$ cat src/rtl/ctrl_pkg.sv
// rtl/ctrl_pkg.sv - shared opcodes, branch conditions, FSM states and control bundle type
package ctrl_pkg;

  localparam int CTRL_OPC_W    = 4;
  localparam int CTRL_COND_W   = 3;
  localparam int CTRL_ALU_OP_W = 3;

  localparam logic [3:0] ADD  = 4'h0;
  localparam logic [3:0] SUB  = 4'h1;
  localparam logic [3:0] AND  = 4'h2;
  localparam logic [3:0] NOR  = 4'h3;
  localparam logic [3:0] SLL  = 4'h4;
  localparam logic [3:0] SRA  = 4'h5;
  localparam logic [3:0] SRL  = 4'h6;
  localparam logic [3:0] PADD = 4'h7;
  localparam logic [3:0] LW   = 4'h8;
  localparam logic [3:0] SW   = 4'h9;
  localparam logic [3:0] LHB  = 4'hA;
  localparam logic [3:0] LLB  = 4'hB;
  localparam logic [3:0] B    = 4'hC;
  localparam logic [3:0] CALL = 4'hD;
  localparam logic [3:0] RET  = 4'hE;
  localparam logic [3:0] ERR  = 4'hF;

  localparam logic [2:0] EQ   = 3'd0;
  localparam logic [2:0] NEQ  = 3'd1;
  localparam logic [2:0] GT   = 3'd2;
  localparam logic [2:0] LT   = 3'd3;
  localparam logic [2:0] GTE  = 3'd4;
  localparam logic [2:0] LTE  = 3'd5;
  localparam logic [2:0] OVFL = 3'd6;
  localparam logic [2:0] TR   = 3'd7;

  typedef enum logic [1:0] {DECODE, CALL_B, RET_B, HALT} state_t;

  typedef enum logic [1:0] {K_SINGLE, K_CALL, K_RET, K_ERR} op_kind_t;

  typedef struct packed {
    logic                     data_reg;
    logic                     call;
    logic                     rtrn;
    logic [CTRL_COND_W:0]     branch;
    logic                     mem_to_reg;
    logic                     reg_to_mem;
    logic [CTRL_ALU_OP_W-1:0] alu_op;
    logic                     alu_src;
    logic                     sign_ext_sel;
    logic [1:0]               load_imm;
    logic                     sp_wr;
  } ctrl_bundle_t;

endpackage

$ cat src/rtl/ctrl_sequencer_if.sv
// rtl/ctrl_sequencer_if.sv - instruction handshake and control bundle bus
// Optional perf counter signals exist only when CTRL_PERF_CNT_EN is defined.
interface ctrl_sequencer_if #(
  parameter int OPC_W    = ctrl_pkg::CTRL_OPC_W,
  parameter int COND_W   = ctrl_pkg::CTRL_COND_W,
  parameter int ALU_OP_W = ctrl_pkg::CTRL_ALU_OP_W
);
  logic                in_valid;
  logic                in_ready;
  logic [OPC_W-1:0]    opcode;
  logic [COND_W-1:0]   branch_cond;
  logic                stall;
  logic                flush;
  logic                out_valid;
  logic                data_reg;
  logic                call;
  logic                rtrn;
  logic [COND_W:0]     branch;
  logic                mem_to_reg;
  logic                reg_to_mem;
  logic [ALU_OP_W-1:0] alu_op;
  logic                alu_src;
  logic                sign_ext_sel;
  logic [1:0]          load_imm;
  logic                sp_wr;
  logic                halt;
`ifdef CTRL_PERF_CNT_EN
  logic [15:0]         issued_cnt;
  logic [15:0]         stall_cnt;
`endif

  modport master (
    output in_valid, opcode, branch_cond, stall, flush,
    input  in_ready, out_valid, data_reg, call, rtrn, branch, mem_to_reg, reg_to_mem,
           alu_op, alu_src, sign_ext_sel, load_imm, sp_wr, halt
`ifdef CTRL_PERF_CNT_EN
    , input issued_cnt, stall_cnt
`endif
  );

  modport slave (
    input  in_valid, opcode, branch_cond, stall, flush,
    output in_ready, out_valid, data_reg, call, rtrn, branch, mem_to_reg, reg_to_mem,
           alu_op, alu_src, sign_ext_sel, load_imm, sp_wr, halt
`ifdef CTRL_PERF_CNT_EN
    , output issued_cnt, stall_cnt
`endif
  );

endinterface

$ cat src/rtl/ctrl_decode_rom.sv
// rtl/ctrl_decode_rom.sv - combinational opcode table for single-beat ops and beat A
module ctrl_decode_rom
  import ctrl_pkg::*;
#(
  parameter int OPC_W = CTRL_OPC_W
) (
  input  logic [OPC_W-1:0]       opcode,
  input  logic [CTRL_COND_W-1:0] cond,
  output ctrl_bundle_t           bundle,
  output op_kind_t               kind
);

  logic [3:0] op4;
  logic       out_of_range;

  assign op4          = opcode[3:0];
  assign out_of_range = (opcode > OPC_W'(15));

  always_comb begin
    bundle = '0;
    kind   = K_SINGLE;
    if (out_of_range) begin
      kind = K_ERR;
    end else if (!op4[3]) begin
      // ALU group: the low opcode bits are the ALU operation; shifts/adds 4-7 sign-extend
      bundle.alu_op       = op4[2:0];
      bundle.sign_ext_sel = op4[2];
      bundle.branch       = {1'b0, cond};
    end else begin
      case (op4)
        LW: begin
          bundle.data_reg   = 1'b1;
          bundle.mem_to_reg = 1'b1;
          bundle.alu_src    = 1'b1;
        end
        SW: begin
          bundle.data_reg   = 1'b1;
          bundle.reg_to_mem = 1'b1;
          bundle.alu_src    = 1'b1;
        end
        LHB: begin
          bundle.load_imm = 2'b10;
          bundle.alu_src  = 1'b1;
        end
        LLB: begin
          bundle.load_imm = 2'b01;
          bundle.alu_src  = 1'b1;
        end
        B: begin
          bundle.branch = {1'b1, cond};
          bundle.alu_op = 3'b001;
        end
        CALL: begin
          kind              = K_CALL;
          bundle.call       = 1'b1;
          bundle.reg_to_mem = 1'b1;
          bundle.sp_wr      = 1'b1;
          bundle.alu_op     = 3'b001;
        end
        RET: begin
          kind              = K_RET;
          bundle.rtrn       = 1'b1;
          bundle.mem_to_reg = 1'b1;
          bundle.sp_wr      = 1'b1;
        end
        default: kind = K_ERR;
      endcase
    end
  end

endmodule

$ cat src/rtl/ctrl_sequencer.sv
// rtl/ctrl_sequencer.sv - registered control sequencer with CALL/RET micro-sequences
// Define CTRL_PERF_CNT_EN to add issued_cnt/stall_cnt performance counters.
module ctrl_sequencer
  import ctrl_pkg::*;
#(
  parameter int OPC_W       = CTRL_OPC_W,
  parameter int COND_W      = CTRL_COND_W,
  parameter int ALU_OP_W    = CTRL_ALU_OP_W,
  parameter bit HALT_ON_ERR = 1'b1
) (
  input logic            clk,
  input logic            rst,
  ctrl_sequencer_if.slave bus
);

  state_t       state_q, state_d;
  logic         halt_q, halt_d;
  logic         valid_q, valid_d;
  ctrl_bundle_t ctrl_q, ctrl_d;
  ctrl_bundle_t rom_bundle;
  op_kind_t     rom_kind;
  logic         accept;

  ctrl_decode_rom #(.OPC_W(OPC_W)) u_rom (
    .opcode (bus.opcode),
    .cond   (bus.branch_cond),
    .bundle (rom_bundle),
    .kind   (rom_kind)
  );

  assign bus.in_ready = (state_q == DECODE) && !bus.stall && !halt_q;
  assign accept       = bus.in_valid && bus.in_ready;

  always_ff @(posedge clk) begin
    if (rst) begin
      state_q <= DECODE;
      halt_q  <= 1'b0;
      valid_q <= 1'b0;
      ctrl_q  <= '0;
    end else begin
      state_q <= state_d;
      halt_q  <= halt_d;
      valid_q <= valid_d;
      ctrl_q  <= ctrl_d;
    end
  end

  always_comb begin
    state_d = state_q;
    halt_d  = halt_q;
    valid_d = valid_q;
    ctrl_d  = ctrl_q;
    if (bus.flush) begin
      // Flush outranks stall and discards anything accepted this cycle; halt stays sticky
      valid_d = 1'b0;
      ctrl_d  = '0;
      if (state_q != HALT) state_d = DECODE;
    end else if (!bus.stall) begin
      valid_d = 1'b0;
      ctrl_d  = '0;
      unique case (state_q)
        DECODE: begin
          if (accept) begin
            unique case (rom_kind)
              K_SINGLE: begin
                valid_d = 1'b1;
                ctrl_d  = rom_bundle;
              end
              K_CALL: begin
                valid_d = 1'b1;
                ctrl_d  = rom_bundle;
                state_d = CALL_B;
              end
              K_RET: begin
                valid_d = 1'b1;
                ctrl_d  = rom_bundle;
                state_d = RET_B;
              end
              K_ERR: begin
                if (HALT_ON_ERR) begin
                  halt_d  = 1'b1;
                  state_d = HALT;
                end
              end
            endcase
          end
        end
        CALL_B, RET_B: begin
          valid_d       = 1'b1;
          ctrl_d.branch = {1'b1, {COND_W{1'b1}}};
          ctrl_d.rtrn   = (state_q == RET_B);
          state_d       = DECODE;
        end
        HALT: state_d = HALT;
        default: state_d = DECODE;
      endcase
    end
  end

  assign bus.out_valid    = valid_q;
  assign bus.data_reg     = ctrl_q.data_reg;
  assign bus.call         = ctrl_q.call;
  assign bus.rtrn         = ctrl_q.rtrn;
  assign bus.branch       = (COND_W + 1)'(ctrl_q.branch);
  assign bus.mem_to_reg   = ctrl_q.mem_to_reg;
  assign bus.reg_to_mem   = ctrl_q.reg_to_mem;
  assign bus.alu_op       = ALU_OP_W'(ctrl_q.alu_op);
  assign bus.alu_src      = ctrl_q.alu_src;
  assign bus.sign_ext_sel = ctrl_q.sign_ext_sel;
  assign bus.load_imm     = ctrl_q.load_imm;
  assign bus.sp_wr        = ctrl_q.sp_wr;
  assign bus.halt         = halt_q;

`ifdef CTRL_PERF_CNT_EN
  logic [15:0] issued_q;
  logic [15:0] stall_q;

  always_ff @(posedge clk) begin
    if (rst) begin
      issued_q <= 16'd0;
      stall_q  <= 16'd0;
    end else begin
      if (valid_q && !bus.stall) issued_q <= issued_q + 16'd1;
      if (bus.stall)             stall_q  <= stall_q + 16'd1;
    end
  end

  assign bus.issued_cnt = issued_q;
  assign bus.stall_cnt  = stall_q;
`endif

endmodule

$ cat src/flat_wrapper.sv
// flat-port wrapper written by rule: the top's interface ports become plain ports
module ctrl_sequencer_flat import ctrl_pkg::*;
#(
  parameter int OPC_W       = CTRL_OPC_W,
  parameter int COND_W      = CTRL_COND_W,
  parameter int ALU_OP_W    = CTRL_ALU_OP_W,
  parameter bit HALT_ON_ERR = 1'b1
)
  (clk, rst, bus_in_valid, bus_opcode, bus_branch_cond, bus_stall, bus_flush, bus_in_ready, bus_out_valid, bus_data_reg, bus_call, bus_rtrn, bus_branch, bus_mem_to_reg, bus_reg_to_mem, bus_alu_op, bus_alu_src, bus_sign_ext_sel, bus_load_imm, bus_sp_wr, bus_halt);
  ctrl_sequencer_if #(.OPC_W(OPC_W), .COND_W(COND_W), .ALU_OP_W(ALU_OP_W)) bus_i ();
  input logic clk;
  input logic rst;
  input wire logic [$bits(bus_i.in_valid)-1:0] bus_in_valid;
  input wire logic [$bits(bus_i.opcode)-1:0] bus_opcode;
  input wire logic [$bits(bus_i.branch_cond)-1:0] bus_branch_cond;
  input wire logic [$bits(bus_i.stall)-1:0] bus_stall;
  input wire logic [$bits(bus_i.flush)-1:0] bus_flush;
  output wire logic [$bits(bus_i.in_ready)-1:0] bus_in_ready;
  output wire logic [$bits(bus_i.out_valid)-1:0] bus_out_valid;
  output wire logic [$bits(bus_i.data_reg)-1:0] bus_data_reg;
  output wire logic [$bits(bus_i.call)-1:0] bus_call;
  output wire logic [$bits(bus_i.rtrn)-1:0] bus_rtrn;
  output wire logic [$bits(bus_i.branch)-1:0] bus_branch;
  output wire logic [$bits(bus_i.mem_to_reg)-1:0] bus_mem_to_reg;
  output wire logic [$bits(bus_i.reg_to_mem)-1:0] bus_reg_to_mem;
  output wire logic [$bits(bus_i.alu_op)-1:0] bus_alu_op;
  output wire logic [$bits(bus_i.alu_src)-1:0] bus_alu_src;
  output wire logic [$bits(bus_i.sign_ext_sel)-1:0] bus_sign_ext_sel;
  output wire logic [$bits(bus_i.load_imm)-1:0] bus_load_imm;
  output wire logic [$bits(bus_i.sp_wr)-1:0] bus_sp_wr;
  output wire logic [$bits(bus_i.halt)-1:0] bus_halt;
  assign bus_i.in_valid = bus_in_valid;
  assign bus_i.opcode = bus_opcode;
  assign bus_i.branch_cond = bus_branch_cond;
  assign bus_i.stall = bus_stall;
  assign bus_i.flush = bus_flush;
  assign bus_in_ready = bus_i.in_ready;
  assign bus_out_valid = bus_i.out_valid;
  assign bus_data_reg = bus_i.data_reg;
  assign bus_call = bus_i.call;
  assign bus_rtrn = bus_i.rtrn;
  assign bus_branch = bus_i.branch;
  assign bus_mem_to_reg = bus_i.mem_to_reg;
  assign bus_reg_to_mem = bus_i.reg_to_mem;
  assign bus_alu_op = bus_i.alu_op;
  assign bus_alu_src = bus_i.alu_src;
  assign bus_sign_ext_sel = bus_i.sign_ext_sel;
  assign bus_load_imm = bus_i.load_imm;
  assign bus_sp_wr = bus_i.sp_wr;
  assign bus_halt = bus_i.halt;
  ctrl_sequencer #(.OPC_W(OPC_W), .COND_W(COND_W), .ALU_OP_W(ALU_OP_W), .HALT_ON_ERR(HALT_ON_ERR)) u_core (.clk(clk), .rst(rst), .bus(bus_i));
endmodule
$ cat config.mk
export PLATFORM = sky130hd
export DESIGN_NAME = ctrl_sequencer_flat
export DESIGN_NICKNAME = d
export VERILOG_FILES = /design/src/rtl/ctrl_pkg.sv /design/src/rtl/ctrl_sequencer_if.sv /design/src/rtl/ctrl_decode_rom.sv /design/src/rtl/ctrl_sequencer.sv /design/src/flat_wrapper.sv
export SDC_FILE = /design/constraint.sdc
export NUM_CORES = 1
export LEC_CHECK = 0
export CORE_MARGIN = 2
export CORE_UTILIZATION = 40
export DETAILED_ROUTE_END_ITERATION = 8
export GPL_ROUTABILITY_DRIVEN = 0
export PLACE_DENSITY_LB_ADDON = 0.12
export SETUP_SLACK_MARGIN = 0.15
export SYNTH_ARGS = -nofsm -noshare
export SYNTH_HDL_FRONTEND = slang
export SYNTH_HIERARCHICAL = 1
export SYNTH_SLANG_ARGS = --single-unit
$ cat constraint.sdc
create_clock -name clk -period 1.9 [get_ports clk]
set_input_delay 0.285 -clock clk [delete_from_list [all_inputs] [get_ports clk]]
set_output_delay 0.285 -clock clk [all_outputs]
set_load 0.05 [all_outputs]
# After elaboration in Yosys (flattened, before gate mapping)
# Index checks and enable logic that the tools add are counted.
# word_totals
romBits,0
word_cells,89
ramBits,0
reg_bits,21
n_memories,0
output_inout_bits,20
latchBits,0
# op_classes
order_cmp,1
shifts,0
addsub,0
n_eq_ne,18
bitwise_logic,2
multipliers,0
muxes,35
reduce_logical,19
div,0
# ops
operator,count
17-bit two-way mux,3
4-bit equality test (second input constant),7
2-bit one-hot mux with 3 select lines,3
2-bit two-way mux,8
2-bit OR reduction,7
1-bit two-way mux,12
10-bit two-way mux,1
5-bit one-hot mux with 2 select lines,1
3-bit two-way mux,3
2-bit equality test (second input constant),4
4-bit two-way mux,2
5-bit != test (second input constant),1
5-bit AND reduction,1
5-bit OR reduction,1
2-bit by 1-bit equality test with 1-bit output (second input constant),2
4-bit greater-than comparator (second input constant),1
2-bit logical NOT,2
2-bit by 1-bit != test with 1-bit output (second input constant),2
2-bit one-hot mux with 2 select lines,1
4-bit AND reduction,1
4-bit OR reduction,1
1-bit logical AND,3
3-bit by 2-bit != test with 1-bit output (second input constant),1
3-bit OR reduction,1
other kinds (4),6

# Logic depth before layout (Yosys ltp)
# depth
depth_word,11
ltp_mapped,7
ltp_nobuf,5

# Hierarchy
# The synthesis kept the hierarchy.
# modules_own_cells
module,cells_per_inst,area_per_inst_um2,seq_area_each_um2,n_inst
ctrl_sequencer,103,1009.7,420.4,1
ctrl_decode_rom,26,171.4,0.0,1

# Worst setup path after synthesis
# Ideal clock, no wire load.
# synth_path
kind,input-to-output
from,input bus_stall
to,output bus_in_ready
path_slack_ps,-164
t_arrival_ps,1779
n_path_buf,2
path_stages,3
cell_sequence,buf_6 -> clkbuf_1 -> nor3b_1
# synth_via
elab_chain_cells,3
# synth_rtl
item,line,rtl
start: declaration,flat_wrapper.sv:16,input wire logic [$bits(bus_i.stall)-1:0] bus_stall;
1-bit logical NOT,ctrl_sequencer.sv:31,assign bus.in_ready = (state_q == DECODE) && !bus.stall && !halt_q;
1-bit logical AND (2 in series),ctrl_sequencer.sv:31,
end: declaration,flat_wrapper.sv:18,output wire logic [$bits(bus_i.in_ready)-1:0] bus_in_ready;
# No other way between the ends.

# Final worst setup path
# layout_path
from,register u_core.state_q[0]
to,output bus_in_ready
# layout_via
elab_chain_cells,3
# layout_rtl
item,line,rtl
start: declaration,ctrl_sequencer.sv:16,"state_t state_q, state_d;"
start signal: assignment,ctrl_sequencer.sv:41,state_q <= state_d;
2-bit logical NOT,ctrl_sequencer.sv:31,
1-bit logical AND (2 in series),ctrl_sequencer.sv:31,
# No other way between the ends.

==> flow_results.org <==
** Run status
- The flow ran to the end, and the final reports show no timing, DRC or antenna violations.

** Synthesis
- Sequential element share of the synthesized area :: 0.356
- Multiplexer fraction of the synthesized cell area :: 0.0265
- Post-synthesis average cell area :: 9.16 sq um
- Share of synthesized cell area in full adder, half adder and majority cells :: 0.0424
- Simple-gate portion of the synthesized area :: 0.236
- Post-synthesis net count :: 145
- By area, the combinational part of the netlist is dominated by compound AO/OA/AOI/OAI gates.
- Of the total synthesized cell area, the portion taken by XOR and XNOR cells is 0.0148.
- Complex-gate fraction of the synthesized area :: 0.249
- Largest cells by area after synthesis :: dfxtp_1 (36%), a32oi_1 (8.9%), nor2_1 (5.4%)
- The synthesized netlist occupies a cell area of 1180 sq um.
- Share of async-settable or async-resettable flops after synthesis :: 0
- Counting every instance in the synthesized netlist gives 129.
- The biggest area contributor in the post-synthesis netlist is dfxtp_1.
- Top cell type's share of synthesized area :: 0.356
- Yosys cell types :: 40
- Number of enable flip-flop cells after synthesis :: 0
- Number of register bits inferred by synthesis :: 21
- Count of synthesis-stage warnings from yosys :: 6
- Among all flip-flop cells after synthesis, the most frequent one is dfxtp_1.

** Layout
- In the final layout, the share of cells above drive strength 1 is 0.244.
- Utilization after layout :: 0.579
- Largest register FFs :: 4
- Summing all multi-input logic gate instances after layout gives 686 sq um.
- Final Non-Filler Cells :: 199
- Fill cells in the final layout number 250.
- Diode insertion count for antenna repair :: 0
- In the final layout, flip-flops and latches occupy 422 sq um.
- Synthesis-to-finish area growth :: 36.4%
- For this run, the post-layout net count is 185.

** Drt
- The pre-antenna-repair detailed-routing pass consisted of 4 iterations.
- Met2 wire length :: 1320 microns
- Dividing the detail-routed via count by the number of cells gives 5.56.
- The final layout contains routed wiring with a total length of 2820 microns.
- Remaining design rule violation count :: 0
- Highest Signal Layer :: met4
- Met3 wire len :: 143 microns
- The detailed router put a total of 1340 microns of wire on met1.
- DR WL/cell :: 14.2 microns
- The count of nets left with antenna violations once routing finished came out at 0.
- The detailed router finished its first iteration with 34 violations.
- Number of vias after detailed routing :: 1106

** Clock network
- Clock network latency to the later pin of the worst-skew pair :: 300 ps
- Buffers added to address setup during post-CTS repair amount to 0.
- The number of hold buffers added after CTS was 0.
- Clock-pin slew was measured on the worst setup and hold paths at 120 ps.
- TritonCTS built the clock tree.
- The clock passes through at most 2 buffers.
- Clock tree synthesis found a total of 21 sinks.
- Clk root buf :: clkbuf_4
- Clock tree synthesis inserted a total of 3 buffers.
- Number of levels in the clock H-tree :: 1

** Floorplanning
- Die width :: 58.3 microns
- The die is 58.3 microns tall.
- Placeable core area :: 2780 sq um
- Die area :: 3400 sq um
- Row generation in the floorplan step produced 19 rows.
- The initial utilization of the core area, before any placement, comes to 0.425.
- Ports placed on the boundary :: 32

** Min path
- Hold Startpoint :: u_core/bus.rtrn$_SDFFE_PP0N_
- The worst hold path belongs to the class register to register.
- Hold EP :: u_core/bus.rtrn$_SDFFE_PP0N_
- Count of cells along the worst hold path :: 2

** Placed design
- Including well taps, the total number of placed cells is 195.
- In this run the tool buffered the top-level ports with 31 buffer cells.
- Detailed placement finished with a half-perimeter wire length of 2070 microns.

** Worst setup path
- Path depth of the worst reg2reg path :: 6
- The worst setup path is launched from a register.
- STA puts the critical path data required time at 1620 ps.
- Startpoint-to-endpoint class of the critical path :: register to output pin
- Reg2Reg Launch Point :: u_core/state_q[0]$_SDFFE_PP0P_
- The setup check on the worst reg-to-reg path leaves a slack of 340 ps.
- The endpoint identified for the worst register-to-register timing path is u_core/state_q[1]$_SDFFE_PP0P_.
- Worst setup EP type :: output pin
- Arrival time of the worst setup path :: 1350 ps
- Largest driver fanout on the critical path :: 4

** Power and ir drop
- Across the VDD grid, the largest voltage drop is 422 uV.
- For this design the static power due to leakage is 0.000683 uW.
- Pwr per Cell Area :: 549 nW/um^2

** Timing
- Across the routed clock network, the largest skew measured is 4.81 ps.
- At the pin with the least slew margin, the transition time is 497 ps.
- The final-report hold violation count was 0.
- Total negative setup slack :: 0 ps
- Crit share post-route :: 0.859
- Timing would allow up to 613 MHz.
- Setup repair after global routing left no endpoint under its margin.
- Count of final max-slew check failures :: 0
- Minimum clock period :: 1630 ps
- Final hold analysis gives a worst-case slack of 484 ps.
- The worst pin sits at a relative slew slack of 0.670.
- Final setup viols :: 0

** Global routing
- Maximum number of pins on one net before global-route repair :: 21
- The number of global-route vias before repair is 1063.
- GRT Overall Usage :: 0.181
- Remaining global-route overflow :: 0
- The number of antenna violations at the first check in global routing came to 0.
- First-pass GRT wire length :: 4730 microns

** Flow run
- Max-Cap Viols :: 0
[where the power goes]
group	total (uW)	internal [uW]	switching, uW	leakage [uW]
clock	218	78.5	139	0.0000177
sequential	453	448	5.52	0.000170
combinational	214	99.5	115	0.000495
[synth_stat cells (3+ instances only)]
cell / number
a32oi_1: 12
nor2_1: 17
nand3_1: 4
inv_1: 5
a211oi_2: 3
and3_1: 3
nor2b_1: 3
nor3b_1: 4
buf_6: 3
ha_1: 4
nand2_1: 3
a21oi_1: 9
clkbuf_1: 5
dfxtp_1: 21
nor3_1: 3
[layout by cell type (no fill, tap or decap), types with 2 or more instances in the layout]
master | Yosys | layout
clkbuf_4 | 0 | 3
mux2i_1 | 2 | 2
inv_2 | 0 | 2
ha_1 | 4 | 3
nand3_1 | 4 | 4
nor2b_1 | 3 | 3
inv_1 | 5 | 3
dlygate4sd2_1 | 0 | 19
nor3_1 | 3 | 3
a21boi_1 | 2 | 2
a211oi_2 | 3 | 3
buf_4 | 1 | 15
buf_12 | 0 | 2
nor3b_1 | 4 | 3
a21oi_1 | 9 | 9
a32oi_1 | 12 | 12
nor2_1 | 17 | 17
nand2b_1 | 2 | 2
dfxtp_1 | 21 | 20
and3_1 | 3 | 3
clkdlybuf4s50_1 | 0 | 10
nand2_1 | 3 | 3
xnor2_1 | 2 | 2
[per-stage QoR]
| step | cell area, sq um | total power, uW | worst slack [ps] |
|---|---|---|---|
| 3_3_place_gp | 1600 | 674 | 57.9 |
| 4_1_cts | 1610 | 902 | 154 |
| 6_report | 1610 | 885 | 268 |
| 5_1_grt | 1610 | 939 | 167 |
| 2_1_floorplan | 1190 | 596 | 323 |
| 3_5_place_dp | 1600 | 678 | 22.1 |
[timing repair]
| item | CTS | global route |
|---|---|---|
| setup endpoints to repair | 19 | 8 |
| resized for setup | 20 | 4 |
| gates cloned | 0 | 0 |
| pin swaps | 0 | 1 |
[routing by layer]
layer / vias to the layer above / global-route usage
met2: 27 / 0.283
met3: 2 / 0.0374
li1: 555 / -
met1: 522 / 0.241
met5: - / 0
met4: 0 / 0.0797
[worst max-delay path by stage]
stage	from	endpoint	slack [ps]	cells after the start
6_report	u_core/state_q[0]$_SDFFE_PP0P_	bus_in_ready	270	4
5_1_grt	u_core/state_q[0]$_SDFFE_PP0P_	bus_in_ready	170	4
4_1_cts	u_core/state_q[1]$_SDFFE_PP0P_	bus_in_ready	150	4
3_5_place_dp	bus_opcode[2]	u_core/bus.alu_src$_SDFFE_PP0N_	20	7
3_3_place_gp	bus_opcode[2]	u_core/state_q[0]$_SDFFE_PP0P_	60	5
2_1_floorplan	bus_stall	bus_in_ready	320	3
[logic make-up after synthesis]
| group | count (synthesis) |
|---|---|
| buffers and inverters | 16 |
| muxes | 3 |
| and+or+nand+nor | 47 |
| AOI/OAI and AO/OA | 36 |
| adders and majority gates | 4 |
| DFF | 21 |
| xor gates and xnor gates | 2 |
[area by class of cell]
cell class,count,share of cell area
Inverter,5,0.0116
Timing Repair Buffer,46,0.260
Clock inverter,1,0.00311
Multi-Input combinational cell,92,0.425
Clock buffer,3,0.0140
Tap cell,31,0.0241
Sequential cell,21,0.262
[worst max-delay path: stages (launching register included)]
cell and delay (ps):
dfxtp_1 370, inv_2 90, ha_2 200, nor3b_4 220, buf_12 160
(Power assumes the default switching activity.)
